<file path="config.mk">
export PLATFORM = sky130hd
export DESIGN_NAME = reg_wb_arb
export DESIGN_NICKNAME = d
export VERILOG_FILES = /design/src/rtl/reg_wb_arb.sv
export SDC_FILE = /design/constraint.sdc
export NUM_CORES = 1
export LEC_CHECK = 0
export ABC_CLOCK_PERIOD_IN_PS = 2900
export CELL_PAD_IN_SITES_DETAIL_PLACEMENT = 2
export CELL_PAD_IN_SITES_GLOBAL_PLACEMENT = 2
export CORE_UTILIZATION = 24
export CTS_BUF_LIST = sky130_fd_sc_hd__clkbuf_16
export DETAILED_ROUTE_END_ITERATION = 8
export GPL_ROUTABILITY_DRIVEN = 0
export PLACE_DENSITY_LB_ADDON = 0.1
export SKIP_LAST_GASP = 1
export SYNTH_ARGS = -nofsm -noshare
export SYNTH_HDL_FRONTEND = slang
export SYNTH_SLANG_ARGS = --single-unit
export TNS_END_PERCENT = 10
</file>
<file path="constraint.sdc">
create_clock -name clk -period 2.9 [get_ports clk]
set_clock_uncertainty 0.2 [all_clocks]
set_input_delay 0.58 -clock clk [delete_from_list [all_inputs] [get_ports clk]]
set_output_delay 0.58 -clock clk [all_outputs]
set_load 0.005 [all_outputs]
</file>
<file path="src/rtl/reg_wb_arb.sv">
// Round-robin write-back arbiter for three requesters with a pending-register scoreboard.
// Provides a registered register-file write port, hazard check ports and a saturating contention counter.
module reg_wb_arb #(
    parameter int AW = 5,
    parameter int DW = 32
) (
    input  logic              clk,
    input  logic              rst,
    input  logic [2:0]        req_valid,
    output logic [2:0]        req_ready,
    input  logic [3*AW-1:0]   req_addr,
    input  logic [3*DW-1:0]   req_data,
    input  logic              rsv_valid,
    input  logic [AW-1:0]     rsv_addr,
    input  logic [AW-1:0]     chk_a0,
    input  logic [AW-1:0]     chk_a1,
    output logic              chk_pend0,
    output logic              chk_pend1,
    output logic              we,
    output logic [AW-1:0]     wa,
    output logic [DW-1:0]     wd,
    output logic [2**AW-1:0]  pend,
    output logic [15:0]       cnt_conf
);

    typedef enum logic [1:0] {
        PTR0 = 2'd0,
        PTR1 = 2'd1,
        PTR2 = 2'd2
    } ptr_e;

    function automatic ptr_e nxt(input ptr_e p);
        case (p)
            PTR0:    return PTR1;
            PTR1:    return PTR2;
            default: return PTR0;
        endcase
    endfunction

    ptr_e             ptr_q, ptr_d;
    ptr_e             order [3];
    ptr_e             gnt_idx;
    logic [2:0]       gnt;
    logic             found;
    logic             transfer;
    logic             contend;
    logic [AW-1:0]    gnt_addr;
    logic [DW-1:0]    gnt_data;
    logic             we_q, we_d;
    logic [AW-1:0]    wa_q, wa_d;
    logic [DW-1:0]    wd_q, wd_d;
    logic [2**AW-1:0] pend_q, pend_d;
    logic [15:0]      cnt_q, cnt_d;

    always_comb begin
        order[0] = ptr_q;
        order[1] = nxt(order[0]);
        order[2] = nxt(order[1]);
        gnt      = '0;
        gnt_idx  = PTR0;
        found    = 1'b0;
        for (int unsigned k = 0; k < 3; k++) begin
            if (!found && req_valid[order[k]]) begin
                gnt[order[k]] = 1'b1;
                gnt_idx       = order[k];
                found         = 1'b1;
            end
        end
    end

    always_comb begin
        gnt_addr = '0;
        gnt_data = '0;
        for (int unsigned k = 0; k < 3; k++) begin
            if (int'(gnt_idx) == int'(k)) begin
                gnt_addr = req_addr[k*AW +: AW];
                gnt_data = req_data[k*DW +: DW];
            end
        end
    end

    // Grants are masked while reset is held so nothing can be accepted then.
    assign req_ready = rst ? gnt : '0;
    assign transfer  = |req_ready;
    assign contend   = (req_valid[0] & req_valid[1]) |
                       (req_valid[0] & req_valid[2]) |
                       (req_valid[1] & req_valid[2]);

    always_comb begin
        ptr_d = ptr_q;
        we_d  = 1'b0;
        wa_d  = wa_q;
        wd_d  = wd_q;
        if (transfer) begin
            ptr_d = nxt(gnt_idx);
            we_d  = (gnt_addr != '0);
            wa_d  = gnt_addr;
            wd_d  = gnt_data;
        end
        // Reservation is applied after the clear so a same-edge set wins.
        pend_d = pend_q;
        if (we_q) pend_d[wa_q] = 1'b0;
        if (rsv_valid) pend_d[rsv_addr] = 1'b1;
        pend_d[0] = 1'b0;
        cnt_d = cnt_q;
        if (contend && (cnt_q != '1)) cnt_d = cnt_q + 16'd1;
    end

    always_ff @(posedge clk or negedge rst) begin
        if (!rst) begin
            ptr_q  <= PTR0;
            we_q   <= 1'b0;
            wa_q   <= '0;
            wd_q   <= '0;
            pend_q <= '0;
            cnt_q  <= '0;
        end else begin
            ptr_q  <= ptr_d;
            we_q   <= we_d;
            wa_q   <= wa_d;
            wd_q   <= wd_d;
            pend_q <= pend_d;
            cnt_q  <= cnt_d;
        end
    end

    // Hazard flags ignore a register whose write is being presented this cycle.
    assign chk_pend0 = pend_q[chk_a0] & ~(we_q && (wa_q == chk_a0));
    assign chk_pend1 = pend_q[chk_a1] & ~(we_q && (wa_q == chk_a1));

    assign we       = we_q;
    assign wa       = wa_q;
    assign wd       = wd_q;
    assign pend     = pend_q;
    assign cnt_conf = cnt_q;

endmodule

</file>
-- Word level (Yosys, flattened, before mapping)
Index checks and enable logic that the tools add are counted.
W data, S select, Z words.
- register bits: 87
- input port bits: 132
- output and inout bits: 91
- word-level logic and storage cells: 100
- add/subtract/negate cells: 1
- order comparisons: 12
- equality and inequality tests: 8
- muxes and demuxes: 41
- bitwise operators: 14
- reduce and logical (&&, ||, !) cells: 18
- operators by type and width (cell ; count):
    $mux W32 ; 5
    $and A32 B32 Y32 ; 1
    $not A32 Y32 ; 1
    $or A32 B32 Y32 ; 1
    $lt A5 B6 Y1 const B ; 4
    $add A16 B1 Y16 const B ; 1
    $ne A16 B16 Y1 const B ; 1
    $mux W5 ; 3
    $mux W1 ; 13
    $mux W3 ; 4
    $pmux W2 S2 ; 3
    $bmux W1 S5 ; 2
    $demux W1 S5 ; 2
    $eq A5 B5 Y1 ; 2
    $ge A5 B1 Y1 const B ; 2
    $logic_and A1 B1 Y1 ; 10
    $lt A2 B3 Y1 const B ; 3
    $logic_not A2 Y1 ; 4
    $bmux W1 S2 ; 3
    $demux W1 S2 ; 3
    $eq A2 B1 Y1 const B ; 3
    $ge A2 B1 Y1 const B ; 3
    $mux W2 ; 3
    $or A3 B3 Y3 ; 2
    other kinds (7) ; 15

-- Logic depth before layout (Yosys ltp)
Gate-level depths: netlist of the first run.
- depth after elaboration: 15
- depth in mapped cells: 8

-- Least setup slack after synthesis of the first run
Ideal clock, no wire load.
- path type: input to output
- start: input chk_a0[0]
- end: output chk_pend0
- arrival time: 1778 ps
- required time: 2120 ps
- path slack: 342 ps
- cell stages on the path: 6
- path through: buf_2 -> mux4_2 -> mux2i_1 -> o22ai_1 -> nor3_1 -> a31oi_1
- word-level cells in the longest chain between the ends: 4
- elaborated cells between the ends (all ways): 6
- those cells by class: eq/ne: 1; mux: 2; bitwise: 2; reduce/logical: 1
- RTL lines (what ; RTL line ; text):
    from (decl) ; 15 ; input logic [AW-1:0] chk_a0,
    parallel branches: the longest is 3 deep, another holds $bmux W1 S5 ; n/a ;
    $and A1 B1 Y1 (*) ; 128 ; assign chk_pend0 = pend_q[chk_a0] & ~(we_q && (wa_q == chk_a0));
    to (decl) ; 17 ; output logic chk_pend0,
Every way passes the cells marked *. The select of a mux whose other input is x is not followed.

-- Worst setup path after layout of the first run
- start: input chk_a0[4]
- end: output chk_pend0
Same word-level chain as after synthesis.

==> flow_metrics.py, run 1 <==
metrics = {
    "synthesis": {
        "synth_area_leader_cell": "dfrtp_1",
        "ys_top_cells_by_area": "dfrtp_1 (45%), o21ai_0 (7.0%), mux4_2 (6.6%), nand2_1 (5.0%), nand3_1 (3.7%)",
        "synth_top_area_frac": 0.454,
        "ys_warn_count": 0,
        "synth_cell_types": 48,
        "syn_area_um2": 4800,
        "synth-main-ff-cell": "dfrtp_1",
        "async_flop_share": 1.00,
        "ys_ff_latch": 87,
        "ys_top_cells_by_count": "dfrtp_1 (87), o21ai_0 (67), nand2_1 (64), nand3_1 (35), nor2_1 (32)",
        "synth_nets": 628,
        "synth-edff-count": 0,
        "syn_avg_cell_area_um2": 9.69,
        "syn_inst": 495,
        "ys_seq_area_frac": 0.454,
        "synth_most_common_cell": "dfrtp_1",
    },
    "sta": {
        "fin_setup_tns_ns": -0.0745,
        "fmax_mhz": 340,
        "period_share": 1.01,
        "hold_violations": 0,
        "fin_ws_ns": -0.0416,
        "drv_slew": 0,
        "relSlewSlack": 0.460,
        "rsz0062_at_grt": "yes",
        "fin_crit_ns": 2.94,
        "setup_viol": 3,
        "tightestPinTransition_ns": 0.810,
    },
    "finish": {
        "ff_latch_area_um2": 2180,
        "multi_input_area_um2": 2470,
        "stdcell_area_um2": 7840,
        "antenna_cells": 0,
        "fin_nets": 873,
        "fillers": 2145,
        "layout-drive-gt1-share": 0.119,
        "fin_util": 0.402,
        "areaGrowthSynthToFinish_pct": 63.4,
        "fin_cells": 1010,
    },
    "detailed_routing": {
        "wl_met3_mm": 1.52,
        "remaining_drc_errors": 0,
        "top_layer_used": "met5",
        "met2WireLength_mm": 10.7,
        "route.final.wire_length_mm": 21.2,
        "drtIter0Drc": 167,
        "first_pass_iters": 5,
        "wl_per_cell_um": 21.0,
        "via_per_inst": 5.01,
        "antenna_left": 0,
        "vias": 5062,
        "wl_met1_mm": 8.51,
    },
    "die": {
        "rows": 51,
        "core_um2": 19500,
        "dieArea_um2": 20600,
        "num_io_pins": 223,
        "start_util": 0.246,
        "die_w_um": 143,
        "die_h_um": 143,
    },
    "pwr": {
        "power_uw": 6900,
        "power.leakage_uw": 0.00310,
        "cellPowerDensity_nw_per_um2": 880,
        "irDropWorstVdd_v": 0.000324,
    },
    "place": {
        "placed_cell_area_um2": 7530,
        "port-buffer-count": 221,
        "placed_cells": 990,
        "hpwl_mm": 16.5,
    },
    "run": {
        "maxCapViolCount": 0,
    },
    "clocking": {
        "cts_buffers": 9,
        "clkLatencyLatePin_ns": 0.35,
        "cts_max_level": 3,
        "clock_path_buffers": 2,
        "cts_hold_buf": 0,
        "clock-root-buffer": "clkbuf_16",
        "cts_tree": "yes",
        "clk_pin_slew_ns": 0.07,
        "clock-sinks": 87,
    },
    "global_routing": {
        "grt_max_degree": 61,
        "antenna_found_initial": 1,
        "overflow": 0,
        "grt_usage": 0.211,
        "grt_pass1_wl_mm": 32.3,
        "grt_pass1_vias": 5575,
    },
    "critical_path": {
        "cp.required_ns": 2.12,
        "crit_type": "input pin to output port",
        "cp.buffers_inverters": 3,
        "crit_path_max_fanout": 4,
        "cp-end-kind": "output port",
        "max_stage_delay_ns": 0.53,
        "critPathTopFamily": "buffers and inverters",
        "startpoint_type": "input pin",
        "worstPathArrival_ns": 2.16,
        "path_cells": "clkdlybuf4s50_1, buf_4, mux2i_1, o22ai_1, nor3_2, a31oi_1, dlygate4sd2_1",
        "cpMaxStageDelayCell": "clkdlybuf4s50_1",
    },
    "outcome": {
        "status": "finished with violations",
        "violations": "negative setup slack",
    },
    "worst_hold_path": {
        "hold_class": "input pin to asynchronous set/reset pin",
    },
}
path summary, 6_finish.rpt:
path,startpoint,end,slack [ns],cells after the start
min reg2reg,wd[19],wd[19],0.28,1
min in group clk,wd[19],wd[19],0.28,1
max reg2reg,ptr_q[0],we,0.65,7
max in group asynchronous,rst,wd[25],1.72,2
min,rst,pend[5],0.06,2
max,chk_a0[4],chk_pend0,-0.04,7
cell usage in the layout, fill, tap and decap left out, types with 6 or more instances in the layout:
master and count:
o21ai_0 67, nand2_1 64, a21oi_1 16, buf_4 40
nor2_1 31, a22oi_1 17, a31oi_1 7, clkdlybuf4s50_1 212
nand3b_1 10, a221oi_1 10, a21o_1 7, dfrtp_1 87
mux2i_1 12, xnor2_1 13, clkbuf_16 9, xor2_1 10
o21ai_1 7, nand4_1 6, mux4_2 14, nand3_1 35
sequential cells by signal, indices dropped and copies added, names as in the netlist:
| register | cells |
|---|---|
| we | 1 |
| cnt_conf | 16 |
| wd | 32 |
| wa | 5 |
| ptr_q | 2 |
| pend | 31 |
power breakdown:
part / switching, uW / internal, uW
registers: 651 / 1730
logic: 1440 / 1880
clock network: 528 / 670
total: 2610 / 4290
layout make-up:
class                      instances  area share
tap                              265      0.0423
sequential                        87       0.278
inverter                           1    0.000479
timing repair buffer             264       0.327
clock buffer                       9      0.0287
clock inverter                     7     0.00925
multi-input combinational        377       0.314
metal layers:
layer  up-vias  track usage
met5         -            0
met4         2       0.0633
met3        27       0.0616
met2       169        0.373
met1      2553        0.245
li1       2311            -
repair_timing:
item | in CTS | in global routing
setup endpoints to repair | 5 | 5
resized for setup | 8 | 8
pin swaps | 4 | 3
buffers inserted | 0 | 4
kinds of logic after synthesis:
kind of cell,Yosys count,synth area share
and+or+nand+nor,176,0.175
buffers and inverters,31,0.0339
adders and majority gates,2,0.00469
AOI/OAI and AO/OA,148,0.197
DFF,87,0.454
muxes,27,0.0931
xor gates and xnor gates,23,0.0420
other,1,0.000782
per-stage QoR:
stage	hold slack, ns	worst slack [ns]
floorplan	0.0844	0.342
global placement	0.263	-0.603
detailed placement	0.266	-0.716
CTS	0.0724	-0.149
global route	0.0956	-0.142
finish	0.0631	-0.0416
No activity file was read; power rests on OpenSTA's default activity.
==> run 2: changes to the inputs <==
Settings changed: CORE_ASPECT_RATIO set to 0.8, RECOVER_POWER set to 25.
==> run 2 against run 1 <==
The run still ends with negative setup slack left. Final area decreased by 0.45%. Clock power decreased by 4%. Register-to-register slack got worse by 0.03 ns. Fmax decreased by 0.58%. Via count increased by 1.6%. Utilization increased by 0.38 points. First-iteration DRC count increased by 47%. Wire length increased by 5.3%. Flip-flop and latch count unchanged. Total power increased by 0.16%. Hold slack improved by 0.22 ns. Largest power group unchanged.
==> flow_metrics.py, run 2 (synthesis results as in run 1) <==
metrics = {
    "sta": {
        "fmax_mhz": 338,
        "fin_ws_ns": -0.0589,
        "worst_hold_slack_ns": 0.284,
        "setup_viol": 3,
        "hold_violations": 0,
        "tightestPinTransition_ns": 1.37,
        "period_share": 1.02,
        "relSlewSlack": 0.0879,
        "drv_slew": 0,
        "fin_crit_ns": 2.96,
        "rsz0062_at_grt": "yes",
    },
    "detailed_routing": {
        "drtIter0Drc": 246,
        "vias": 5144,
        "via_per_inst": 5.14,
        "route.final.wire_length_mm": 22.3,
        "met2WireLength_mm": 10.3,
        "remaining_drc_errors": 0,
        "wl_per_cell_um": 22.3,
        "antenna_left": 0,
        "wl_met1_mm": 9.61,
        "wl_met3_mm": 2.13,
        "top_layer_used": "met4",
        "first_pass_iters": 4,
    },
    "global_routing": {
        "grt_pass1_vias": 5775,
        "grt_max_degree": 53,
        "grt_pass1_wl_mm": 34.9,
        "antenna_found_initial": 0,
        "overflow": 0,
        "grt_usage": 0.226,
    },
    "die": {
        "core_um2": 19300,
        "die_h_um": 128,
        "dieArea_um2": 20600,
        "num_io_pins": 223,
        "die_w_um": 160,
        "rows": 45,
        "start_util": 0.249,
    },
    "clocking": {
        "clock_path_buffers": 2,
        "clk_pin_slew_ns": 0.07,
        "clock-sinks": 87,
        "clock-root-buffer": "clkbuf_16",
        "cts_buffers": 9,
        "cts_tree": "yes",
        "cts_max_level": 3,
        "cts_hold_buf": 0,
        "clkLatencyLatePin_ns": 0.36,
    },
    "critical_path": {
        "crit_path_max_fanout": 8,
        "cpMaxStageDelayCell": "mux4_2",
        "startpoint_type": "input pin",
        "crit_type": "input pin to output port",
        "cp.required_ns": 2.12,
        "worstPathArrival_ns": 2.18,
        "max_stage_delay_ns": 0.50,
        "cp-end-kind": "output port",
        "path_cells": "dlygate4sd2_1, buf_12, mux4_2, mux2i_1, o22ai_1, nor3_1, a31oi_1, buf_2",
    },
    "finish": {
        "antenna_cells": 0,
        "layout_common_cells": "clkdlybuf4s50_1 (211), dfrtp_1 (87), o21ai_0 (67), nand2_1 (64), nand3_1 (35)",
        "final_common_cell": "clkdlybuf4s50_1",
        "fin_cells": 1000,
        "multi_input_area_um2": 2460,
        "ff_latch_area_um2": 2180,
        "stdcell_area_um2": 7810,
        "areaGrowthSynthToFinish_pct": 62.7,
        "fin_nets": 870,
        "largest_reg_flops": 32,
        "fin_util": 0.405,
        "fillers": 2121,
        "layout-drive-gt1-share": 0.112,
    },
    "pwr": {
        "irDropWorstVdd_v": 0.000312,
        "power.leakage_uw": 0.00309,
        "cellPowerDensity_nw_per_um2": 885,
    },
    "outcome": {
        "violations": "negative setup slack",
        "status": "finished with violations",
    },
    "worst_hold_path": {
        "hold_class": "flop to flop",
    },
    "place": {
        "placed_cell_area_um2": 7520,
        "hpwl_mm": 18.0,
        "dpl_worst_slack_ns": -0.685,
        "placed_cells": 982,
        "port-buffer-count": 221,
    },
    "run": {
        "maxCapViolCount": 0,
    },
}
[run 2: through the flow]
step	total power (uW)	TNS, ns
2_1_floorplan	3570	0
3_3_place_gp	5650	-1.48
3_5_place_dp	5810	-2.64
4_1_cts	6990	-0.367
5_1_grt	7360	-0.378
6_report	6910	-0.0988
[run 2: path summary, 6_finish.rpt]
kind | from | to | slack, ns | depth (start not counted)
worst max-delay path | chk_a0[0] | chk_pend0 | -0.06 | 8
worst min-delay path | wd[10] | wd[10] | 0.28 | 2
worst max register to register | ptr_q[1] | wd[20] | 0.62 | 7
worst min register to register | wd[10] | wd[10] | 0.28 | 2
max in group asynchronous | rst | pend[9] | 1.16 | 2
min in group asynchronous | rst | wd[12] | 0.30 | 2
[run 2: worst max-delay path, delay by kind of cell]
| family | cells | cell delay (ns) |
|---|---|---|
| multiplexers | 2 | 0.65 |
| buffers and inverters | 3 | 0.54 |
| AO/OA/AOI/OAI | 2 | 0.18 |
| AND/OR/NAND/NOR | 1 | 0.22 |
[run 2: where the power goes]
group	internal [uW]	switching, uW	total [uW]
clock	594	553	1150
sequential	1730	720	2450
combinational	1860	1460	3310
[run 2: timing repair]
action,in CTS,in global routing
resized for setup,16,3
hold endpoints to repair,0,0
pin swaps,3,2
setup buffers,1,1
endpoints found under the setup margin,5,4
[run 2: layer usage]
metal  global-route usage  vias up
met5                    0        -
met4               0.0583        0
met3               0.0690       23
met2                0.365      202
met1                0.293     2617
li1                     -     2302
[run 2: final cells by class]
class,count,area share
multi-input combinational,377,0.316
inverter,1,0.000481
clock inverter,7,0.00705
timing repair buffer,261,0.328
tap,258,0.0413
clock buffer,9,0.0288
sequential,87,0.279
